===== src/rtl/bcd_serial_addsub.sv =====
// Digit-serial BCD adder/subtractor: one shared digit adder with a nine's-complement
// stage on y, sequenced least-significant digit first.
module bcd_serial_addsub #(
    parameter int DIGITS = 3
) (
    input  logic                clk,
    input  logic                rst,
    input  logic                start,
    input  logic                op,
    input  logic [4*DIGITS-1:0] x,
    input  logic [4*DIGITS-1:0] y,
    output logic                busy,
    output logic                done,
    output logic [4*DIGITS-1:0] z,
    output logic                co,
    output logic                err
);

    localparam int W  = 4 * DIGITS;
    localparam int IW = (DIGITS > 1) ? $clog2(DIGITS) : 1;

    typedef enum logic [1:0] {
        IDLE = 2'd0,
        RUN  = 2'd1,
        DONE = 2'd2
    } state_t;

    state_t        state_q, state_d;
    logic [W-1:0]  x_q, x_d;
    logic [W-1:0]  y_q, y_d;
    logic [W-1:0]  z_q, z_d;
    logic [IW-1:0] idx_q, idx_d;
    logic          op_q, op_d;
    logic          carry_q, carry_d;
    logic          co_q, co_d;
    logic          err_q, err_d;

    logic [3:0]    xd, yd, bd, zd;
    logic [4:0]    sum;
    logic          cout;
    logic          last;

    // Digit datapath: select current digit, nine's-complement y when subtracting
    always_comb begin
        xd = '0;
        yd = '0;
        for (int i = 0; i < DIGITS; i++) begin
            if (idx_q == IW'(i)) begin
                xd = x_q[4*i +: 4];
                yd = y_q[4*i +: 4];
            end
        end
        bd   = op_q ? (4'd9 - yd) : yd;
        sum  = {1'b0, xd} + {1'b0, bd} + {4'b0, carry_q};
        cout = (sum > 5'd9);
        zd   = cout ? (sum[3:0] + 4'd6) : sum[3:0];
        last = (idx_q == IW'(DIGITS - 1));
    end

    always_ff @(posedge clk or posedge rst) begin
        if (rst) begin
            state_q <= IDLE;
        end else begin
            state_q <= state_d;
        end
    end

    always_comb begin
        state_d = state_q;
        unique case (state_q)
            IDLE:    if (start) state_d = RUN;
            RUN:     if (last) state_d = DONE;
            DONE:    state_d = IDLE;
            default: state_d = IDLE;
        endcase
    end

    always_comb begin
        busy = (state_q != IDLE);
        done = (state_q == DONE);
    end

    always_comb begin
        x_d     = x_q;
        y_d     = y_q;
        op_d    = op_q;
        carry_d = carry_q;
        idx_d   = idx_q;
        z_d     = z_q;
        co_d    = co_q;
        err_d   = err_q;
        if (state_q == IDLE && start) begin
            x_d     = x;
            y_d     = y;
            op_d    = op;
            carry_d = op;
            idx_d   = '0;
            z_d     = '0;
            err_d   = 1'b0;
        end else if (state_q == RUN) begin
            for (int i = 0; i < DIGITS; i++) begin
                if (idx_q == IW'(i)) z_d[4*i +: 4] = zd;
            end
            carry_d = cout;
            err_d   = err_q | (xd > 4'd9) | (yd > 4'd9);
            if (last) begin
                co_d = cout;
            end else begin
                idx_d = idx_q + IW'(1);
            end
        end
    end

    always_ff @(posedge clk or posedge rst) begin
        if (rst) begin
            x_q     <= '0;
            y_q     <= '0;
            op_q    <= 1'b0;
            carry_q <= 1'b0;
            idx_q   <= '0;
            z_q     <= '0;
            co_q    <= 1'b0;
            err_q   <= 1'b0;
        end else begin
            x_q     <= x_d;
            y_q     <= y_d;
            op_q    <= op_d;
            carry_q <= carry_d;
            idx_q   <= idx_d;
            z_q     <= z_d;
            co_q    <= co_d;
            err_q   <= err_d;
        end
    end

    assign z   = z_q;
    assign co  = co_q;
    assign err = err_q;

endmodule

===== config.mk =====
export PLATFORM = sky130hd
export DESIGN_NAME = bcd_serial_addsub
export DESIGN_NICKNAME = d
export VERILOG_FILES = /design/src/rtl/bcd_serial_addsub.sv
export SDC_FILE = /design/constraint.sdc
export NUM_CORES = 1
export LEC_CHECK = 0
export BUFFER_PORTS_ARGS = -buffer_cell sky130_fd_sc_hd__buf_2
export CORE_AREA = 5 5 83 85
export DETAILED_ROUTE_END_ITERATION = 10
export DIE_AREA = 0 0 88 90
export HOLD_SLACK_MARGIN = 0.03
export PLACE_DENSITY = 0.69
export SYNTH_ARGS = -nofsm -noshare
export SYNTH_HDL_FRONTEND = slang
export SYNTH_SLANG_ARGS = --single-unit

===== constraint.sdc =====
create_clock -name clk -period 7.1 [get_ports clk]
set_clock_uncertainty 0.1 [all_clocks]
set_input_delay 0.71 -clock clk [delete_from_list [all_inputs] [get_ports clk]]
set_output_delay 0.71 -clock clk [all_outputs]
set_load 0.03 [all_outputs]

==> results.json <==
{
  "clk_pin_slew_ns": 0.08,
  "first_iter_violations": 96,
  "gp_congestion": 0.830,
  "worst_hold_slack_ns": 0.379,
  "wl_per_cell_um": 13.3,
  "syn_to_final_growth_pct": 16.2,
  "cp_slowest_cell": "ha_1",
  "antenna_left": 0,
  "yosys.area.top_type_share_pct": 47.1,
  "num-nets-final": 350,
  "setup_viol": 0,
  "antenna_found_initial": 0,
  "period_needed_ns": 4.04,
  "cp.required_ns": 7.20,
  "synthArstFlopShare_pct": 100,
  "cap_violations": 0,
  "cts_tree": "yes",
  "routed_via_density": 4.99,
  "synth_commonest_cells": "nand2_1 (96), dfrtp_1 (44), a21oi_1 (19)",
  "layout-drive-gt1-share_pct": 18.2,
  "cp.arrival_ns": 4.14,
  "ys_ff_latch": 44,
  "die_x_um": 88,
  "yosysTopAreaCell": "dfrtp_1",
  "fin_crit_sh_pct": 56.9,
  "syn-instance-count": 274,
  "yosysMostFrequentCell": "nand2_1",
  "drc_errors": 0,
  "cts_root_buf": "clkbuf_8",
  "rows": 29,
  "grtUsageTotal_pct": 14.1,
  "synthFlopType": "dfrtp_1",
  "path_max_fanout": 19,
  "rsz0062_at_grt": "no",
  "hold_viol": 0,
  "tns_ns": 0,
  "grt_max_degree": 45,
  "cts.sinks": 44,
  "final_area_mm2": 0.00272,
  "place_area_mm2": 0.00261,
  "cp_cell_sequence": "inv_1 > ha_1 > nor2_1 > a21oi_1 > o21ai_1 > xnor2_1 > fa_1 > fa_1 > xor2_2 > ha_1 > nand2_1 > and4_4 > a21oi_4 > a221oi_2 > a311oi_1",
  "synthTopCellsByArea": "dfrtp_1 (47%), nand2_1 (15%), ha_1 (4.3%), a21oi_1 (4.1%), o21ai_1 (3.0%)",
  "clk_path_buf_depth": 2,
  "yosysUniqueCellTypes": 33,
  "start_util_pct": 38.1,
  "coreArea_mm2": 0.00613,
  "worst_pin_slew_ns": 1.06,
  "boundaryPins": 44,
  "slew_viol_final": 0,
  "cts-resized-gates": 0,
  "dp_slack_ns": 3.07,
  "antenna_cells": 0,
  "netlist_area_mm2": 0.00234,
  "hold_buffers": 0,
  "die_y_um": 90,
  "firstDrtPassIters": 4,
  "grt_pass1_vias": 1954,
  "cts_made_buffers": 5,
  "routed_wl_um": 5190,
  "status": "finished clean",
  "fill_cells": 607,
  "port_buffers": 43,
  "yosysSeqAreaShare_pct": 47.1,
  "setup_ws_ns": 3.06,
  "synth_edf_count": 0,
  "htree_levels": 2,
  "grt_pass1_wl_um": 9010,
  "vias": 1948,
  "cpPeakStageDelay_ns": 0.54,
  "slew_headroom_pct": 28.9,
  "fmax_mhz": 247,
  "syn_area_per_cell_um2": 8.53,
  "critPathLaunchType": "register",
  "end_kind": "register",
  "syn_nets": 312,
  "hp-class": "reg2reg",
  "crit_type": "reg2reg",
  "die_area_mm2": 0.00792,
  "clk_latency_ns": 0.30,
  "cts_setup_buffers": 0,
  "grt_overflow": 0,
  "ys_warn_count": 0,
  "hpwl_um": 3750
}
-- registers in the layout (all words and copies together), names as in the netlist --
register,cells
y_q,12
idx_q,2
x_q,12
co,1
err,1
state_q,2
z,12
carry_q,1
op_q,1
-- kinds of logic (layout without fill, tap and decap cells) --
family | after synthesis | after routing | synth area share (%)
buffers and inverters | 24 | 63 | 3.96
adders and majority gates | 10 | 10 | 5.99
DFF | 44 | 44 | 47.1
muxes | 5 | 5 | 2.19
xor gates and xnor gates | 4 | 4 | 1.82
AOI/OAI and AO/OA | 49 | 49 | 12.9
and+or+nand+nor | 138 | 138 | 26.1
-- through the flow --
step / util [%] / std cells
2_1_floorplan: - / 274
3_3_place_gp: 42.5 / 382
3_5_place_dp: 42.5 / 382
4_1_cts: 44.3 / 390
5_1_grt: 44.3 / 390
6_report: 44.3 / 390
-- final cells by class --
| class | count | area, µm² | area share (%) |
|---|---|---|---|
| multi-input cells | 206 | 1140 | 42.1 |
| flip-flops and latches | 44 | 1100 | 40.5 |
| repair buffers | 44 | 223 | 8.20 |
| well taps | 77 | 96.3 | 3.55 |
| clock buffers | 5 | 68.8 | 2.53 |
| clock inverters | 3 | 42.5 | 1.57 |
| inverters | 11 | 41.3 | 1.52 |
-- layer usage --
layer / vias to the layer above / wire length [µm] / track usage (%)
li1: 990 / - / -
met1: 901 / 2510 / 19.5
met2: 49 / 2370 / 21.2
met3: 8 / 246 / 2.56
met4: 0 / 65 / 6.39
met5: - / 0 / 0
-- layout by cell type, fill, tap and decap left out, drive strengths merged, types with 6 or more instances in the layout --
cell type  Yosys  final
dfrtp         44     44
and3b          6      6
ha             8      8
inv           11     11
nor2          13     13
nand2         96     96
o21ai         17     17
nand3          8      8
a21oi         20     20
buf            2     44
-- worst max-delay path, delay by kind of cell (launching register included) --
kind | cells | cell delay [ns]
AO/OA/AOI/OAI | 5 | 0.83
XOR/XNOR | 2 | 0.47
adder cells (fa/ha/maj) | 4 | 1.68
buffers and inverters | 1 | 0.09
flip-flops | 1 | 0.39
AND/OR/NAND/NOR | 3 | 0.37
-- final timing paths --
path                       cells past startpoint  startpoint  slack, ns      to
setup reg to reg                              15    idx_q[1]       3.06    z[1]
min in group asynchronous                      3         rst       0.43  x_q[8]
hold / removal                                 2      x_q[2]       0.38  x_q[2]
max in group asynchronous                      3         rst       6.08    z[8]
setup / recovery                              15    idx_q[1]       3.06    z[1]
hold reg to reg                                2      x_q[2]       0.38  x_q[2]
Power is not shown: default switching activity piles up to over one toggle a cycle in this logic, so the estimate is an artifact.
